`src/rtl/kmeans_pkg.sv`:
```
// Shared constants, vector types and scheduler state for the k_means sequencing logic.
package kmeans_pkg;

  localparam int unsigned NUM_CENTROIDS = 7;
  localparam int unsigned X_W           = 9;
  localparam int unsigned Y_W           = 8;

  typedef logic [NUM_CENTROIDS-1:0][X_W-1:0] cent_x_t;
  typedef logic [NUM_CENTROIDS-1:0][Y_W-1:0] cent_y_t;

  // Default spread: x_i = 40*(i+1), all y on row 90 (lane 0 is the rightmost entry).
  localparam cent_x_t DEFAULT_SEED_X = {9'd280, 9'd240, 9'd200, 9'd160, 9'd120, 9'd80, 9'd40};
  localparam cent_y_t DEFAULT_SEED_Y = {7{8'd90}};

  typedef enum logic [1:0] {
    ST_IDLE  = 2'd0,
    ST_STORE = 2'd1,
    ST_SOLVE = 2'd2
  } sched_state_e;

endpackage

```
`src/rtl/kmeans_frame_scheduler_seed_select.sv`:
```
// Seed selection for k_means: tracks whether a usable previous result exists and
// holds the seed/count register stable between arms.
module kmeans_seed_select
  import kmeans_pkg::*;
(
  input  logic         clk_in,
  input  logic         rst_in,
  input  logic         arm_in,
  input  logic [2:0]   num_balls_in,
  input  logic         publish_in,
  input  logic         abort_in,
  input  cent_x_t      last_x_in,
  input  cent_y_t      last_y_in,
  output logic [2:0]   num_balls_out,
  output cent_x_t      seed_x_out,
  output cent_y_t      seed_y_out
);

  logic       have_result;
  logic [2:0] last_count;

  // Load seeds only on arm (hold otherwise); record result ownership on publish/abort.
  always_ff @(posedge clk_in) begin
    if (rst_in) begin
      have_result   <= 1'b0;
      last_count    <= '0;
      num_balls_out <= 3'd1;
      seed_x_out    <= DEFAULT_SEED_X;
      seed_y_out    <= DEFAULT_SEED_Y;
    end else begin
      if (arm_in) begin
        num_balls_out <= num_balls_in;
        if (have_result && (num_balls_in == last_count)) begin
          seed_x_out <= last_x_in;
          seed_y_out <= last_y_in;
        end else begin
          seed_x_out <= DEFAULT_SEED_X;
          seed_y_out <= DEFAULT_SEED_Y;
        end
      end
      if (publish_in) begin
        have_result <= 1'b1;
        last_count  <= num_balls_out;
      end else if (abort_in) begin
        have_result <= 1'b0;
      end
    end
  end

endmodule

```
`src/rtl/kmeans_frame_scheduler.sv`:
```
// Per-frame sequencer for the k_means solver: arm/seed, STORE for one frame,
// SOLVE under a watchdog, then publish centroids with a one-cycle strobe.
module kmeans_frame_scheduler
  import kmeans_pkg::*;
#(
  parameter int unsigned TIMEOUT_CYCLES = 2_000_000,
  parameter int unsigned DROP_W         = 8
) (
  input  logic              clk_in,
  input  logic              rst_in,
  input  logic              frame_start_in,
  input  logic [2:0]        num_balls_in,
  input  logic              km_valid_in,
  input  cent_x_t           km_centroids_x_in,
  input  cent_y_t           km_centroids_y_in,
  output logic              km_rst_out,
  output logic              km_new_frame_out,
  output logic [2:0]        km_num_balls_out,
  output cent_x_t           km_seed_x_out,
  output cent_y_t           km_seed_y_out,
  output cent_x_t           centroids_x_out,
  output cent_y_t           centroids_y_out,
  output logic              result_valid_out,
  output logic              busy_out,
  output logic              timeout_out,
  output logic [DROP_W-1:0] dropped_frames_out
);

  localparam int unsigned       WD_W   = $clog2(TIMEOUT_CYCLES + 1);
  localparam logic [WD_W-1:0]   WD_MAX = WD_W'(TIMEOUT_CYCLES);

  sched_state_e    state;
  logic [WD_W-1:0] wd_count;
  logic            arm;
  logic            publish;
  logic            abort;

  // Event decode shared by the FSM and the seed register.
  always_comb begin
    arm     = (state == ST_IDLE) && frame_start_in && (num_balls_in != 3'd0);
    publish = (state == ST_SOLVE) && km_valid_in;
    abort   = (state == ST_SOLVE) && !km_valid_in && (wd_count == WD_MAX);
  end

  kmeans_seed_select u_seed_select (
    .clk_in        (clk_in),
    .rst_in        (rst_in),
    .arm_in        (arm),
    .num_balls_in  (num_balls_in),
    .publish_in    (publish),
    .abort_in      (abort),
    .last_x_in     (centroids_x_out),
    .last_y_in     (centroids_y_out),
    .num_balls_out (km_num_balls_out),
    .seed_x_out    (km_seed_x_out),
    .seed_y_out    (km_seed_y_out)
  );

  // FSM, watchdog, result register, drop counter and output strobes.
  always_ff @(posedge clk_in) begin
    if (rst_in) begin
      state              <= ST_IDLE;
      wd_count           <= '0;
      km_rst_out         <= 1'b1;
      km_new_frame_out   <= 1'b0;
      result_valid_out   <= 1'b0;
      timeout_out        <= 1'b0;
      busy_out           <= 1'b0;
      centroids_x_out    <= '0;
      centroids_y_out    <= '0;
      dropped_frames_out <= '0;
    end else begin
      km_rst_out       <= 1'b0;
      km_new_frame_out <= 1'b0;
      result_valid_out <= 1'b0;
      timeout_out      <= 1'b0;
      case (state)
        ST_IDLE: begin
          if (arm) begin
            km_rst_out <= 1'b1;
            busy_out   <= 1'b1;
            state      <= ST_STORE;
          end
        end
        ST_STORE: begin
          if (frame_start_in) begin
            km_new_frame_out <= 1'b1;
            wd_count         <= '0;
            state            <= ST_SOLVE;
          end
        end
        ST_SOLVE: begin
          if (frame_start_in && (dropped_frames_out != '1)) begin
            dropped_frames_out <= dropped_frames_out + DROP_W'(1);
          end
          // Valid takes priority over a watchdog expiry in the same cycle.
          if (publish) begin
            centroids_x_out  <= km_centroids_x_in;
            centroids_y_out  <= km_centroids_y_in;
            result_valid_out <= 1'b1;
            busy_out         <= 1'b0;
            state            <= ST_IDLE;
          end else if (abort) begin
            timeout_out <= 1'b1;
            km_rst_out  <= 1'b1;
            busy_out    <= 1'b0;
            state       <= ST_IDLE;
          end else begin
            wd_count <= wd_count + WD_W'(1);
          end
        end
        default: begin
          busy_out <= 1'b0;
          state    <= ST_IDLE;
        end
      endcase
    end
  end

endmodule

```
`config.mk`:
```
export PLATFORM = sky130hd
export DESIGN_NAME = kmeans_frame_scheduler
export DESIGN_NICKNAME = d
export VERILOG_FILES = /design/src/rtl/kmeans_pkg.sv /design/src/rtl/kmeans_frame_scheduler_seed_select.sv /design/src/rtl/kmeans_frame_scheduler.sv
export SDC_FILE = /design/constraint.sdc
export NUM_CORES = 1
export LEC_CHECK = 0
export ABC_AREA = 0
export BUFFER_PORTS_ARGS = -buffer_cell sky130_fd_sc_hd__buf_2
export CORE_MARGIN = 2
export CORE_UTILIZATION = 41
export DETAILED_ROUTE_END_ITERATION = 8
export PLACE_DENSITY_LB_ADDON = 0.05
export SYNTH_ARGS = -nofsm -noshare
export SYNTH_HDL_FRONTEND = slang
export SYNTH_HIERARCHICAL = 1
export SYNTH_SLANG_ARGS = --single-unit
```
`constraint.sdc`:
```
create_clock -name clk_in -period 5.3 [get_ports clk_in]
set_clock_uncertainty 0.05 [all_clocks]
set_input_delay 0.53 -clock clk_in [delete_from_list [all_inputs] [get_ports clk_in]]
set_output_delay 0.53 -clock clk_in [all_outputs]
set_load 0.02 [all_outputs]
```
==> impl_metrics.ini <==
[route]
wl_um = 32420
vias = 9843
first_iter_violations = 569
drc = 0
avgViaCountPerCell = 4.951
detail-route-antenna-nets = 0
drt_first_pass_iters = 4
wl_per_cell_um = 16.31

[global_routing]
grt_pass1_wl_um = 48980
grt_pass1_vias = 8869
antenna_found_initial = 5
grt_usage = 0.2074
grt_overflow = 0
grt_start_max_net_pins = 148

[floorplan]
core_um2 = 27550
row_count = 61
die_w_um = 170.8
floorplan.initialDensity = 0.4138
fp.dieH_um = 170.8
die-area_um2 = 29160
io_pins = 380

[layout]
final_core_util = 0.5210
drive_gt1_frac = 0.3718
synthToLayoutAreaGrowth_pct = 25.91
final_cells = 1988
final_nets = 1710
final_cell_area_um2 = 14360

[synth]
synth_edf_count = 0
synth-main-ff-cell = dfxtp_1
seq_area_frac_synth = 0.4934
synth_area_um2 = 11400
synthArstFlopShare = 0
syn_avg_cell_area_um2 = 8.991
synthCells = 1268
syn-num-nets = 1397
synth_cell_types = 47
ys_warn_count = 6
ys_seq_elements = 281

[clock_tree]
clkTransAtPathRegs_ns = 0.06
clockBufferDepth = 3
cts_setup_buffers = 0
cts_resized = 0
numCtsBuffers = 31
clkLatencyLatePin_ns = 0.54
cts_hold_buf = 0
cts_tree = yes
htreeDepth = 1
clkSinkCount = 281
cts_root_buffer = clkbuf_16

[worst_hold_path]
hold_path.class = in -> reg

[sta]
layout_setup_ws_ns = 2.368
setup_viol = 0
slew_viol_final = 0
period_needed_ns = 2.932
maxSlewHeadroom = 0.3160
fin_crit_sh = 0.5533
fin_tns_setup_ns = 0
hold_ws_ns = 0.1702
rsz0062_at_grt = no
tightest_slew_ns = 1.026
final_hold_viol_count = 0
fmax_ghz = 0.3410

[flow_run]
maxCapViolations = 0

[worst_setup_path]
critPathSlowestCell = inv_4
crit_fanout = 67
required_ns = 5.71
path_class = reg -> reg
cpLargestDelayFamily = buffers and inverters
cp-end-kind = flip-flop
critPathBufInv = 2
arrival_ns = 3.34
critPathLaunchType = flip-flop
cpPeakStageDelay_ns = 0.79
crit_chain = nor2b_1 -> nand2_4 -> inv_4 -> buf_4 -> nand2_1 -> a21oi_1

[status]
outcome = finished, final reports clean

[power_and_ir_drop]
ir_worst_vdd_v = 0.0002478
powerDensity_nw_per_um2 = 314.1
p_leak_nw = 5.624
finalPower_mw = 4.509

[placement]
gp_congestion = 0.7653
hpwl_um = 21070
placed_area_um2 = 13340
placed_cells = 1926
post-place-ws_ns = 2.324
port_buffers = 379
[layout make-up]
type                    count  area [um^2]
flip-flops and latches    281         5625
diodes                      7        17.52
clock buffers              52        954.7
repair buffers            390         2002
inverters                   6        25.02
clock inverters             3        40.04
well taps                 378        473.0
fillers                  2753        13200
multi-input cells         871         5218
[synth_stat cells, types with 15 or more instances]
cell type	n	area [um^2]
nor3b_1	49	367.9
buf_2	28	140.1
o31ai_2	65	813.3
nand2_1	321	1205
xor2_1	16	140.1
a21oi_1	163	815.8
or3b_2	70	613.1
clkbuf_1	66	247.7
dfxtp_1	281	5625
nand3_1	15	75.07
nor3_1	54	270.3
nor2_1	42	157.7
[routing by layer]
layer / vias to the layer above / routed length, um / GRT usage / share of wire
met5: - / 0 / 0 / 0
met4: 0 / 635 / 0.05983 / 0.020
met3: 39 / 1888 / 0.03794 / 0.058
met2: 249 / 15360 / 0.3434 / 0.47
met1: 4606 / 14530 / 0.2764 / 0.45
li1: 4949 / - / - / -
[report_power, final]
part	total (mW)	internal, mW	leakage [nW]	switching (mW)
Sequential	2.14	2.13	2.27	0.0137
Combinational	0.269	0.0849	2.87	0.184
Clock	2.10	1.26	0.489	0.838
[registers in the layout, indices dropped and copies added, names as in the netlist]
register                     count
centroids_y_out                 56
km_new_frame_out                 1
u_seed_select/have_result        1
u_seed_select/seed_y_out        56
centroids_x_out                 63
busy_out                         1
result_valid_out                 1
u_seed_select/seed_x_out        63
wd_count                        21
km_rst_out                       1
dropped_frames_out               8
timeout_out                      1
state                            2
u_seed_select/num_balls_out      3
u_seed_select/last_count         3
[path summary, 6_finish.rpt]
path	cells past startpoint	from	slack (ns)	to
worst max-delay path	6	state[1]$_SDFFE_PP0P_	2.37	centroids_y_out[10]$_SDFFE_PP0P_
worst min-delay path	3	km_centroids_x_in[32]	0.17	centroids_x_out[32]$_SDFFE_PP0P_
worst max register to register	6	state[1]$_SDFFE_PP0P_	2.37	centroids_y_out[10]$_SDFFE_PP0P_
worst min register to register	2	centroids_x_out[19]$_SDFFE_PP0P_	0.41	centroids_x_out[19]$_SDFFE_PP0P_
[tightest hold or removal path: stages]
cell     delay (ns)
buf_2          0.09
nand2_1        0.04
a21oi_1        0.05
[cells in the final DEF (no fill, tap or decap), types with 2 or more instances in the layout]
master	n
a21oi_1	163
nand3_1	15
nor3b_1	49
nor2b_1	2
and4_1	2
nor3_1	54
clkinv_2	2
ha_1	3
inv_1	5
o31ai_4	5
or3_1	4
buf_4	10
a21oi_2	11
clkbuf_1	11
xor2_1	16
mux2i_1	6
clkbuf_8	10
buf_2	378
o21ai_0	3
clkbuf_16	31
xnor2_1	10
nand4_1	5
nand4b_1	2
dfxtp_1	281
or3b_2	70
nand2b_1	3
nand2_1	320
or3b_1	2
o31ai_2	65
nor2_1	42
diode_2	7
[cell families after synthesis]
kind of cell	share of synthesized area
DFF	0.4934
buffers and inverters	0.05015
AOI/OAI and AO/OA	0.1677
muxes	0.006256
adders and majority gates	0.003293
xor gates and xnor gates	0.01997
and+or+nand+nor	0.2592
(Power assumes the default switching activity.)
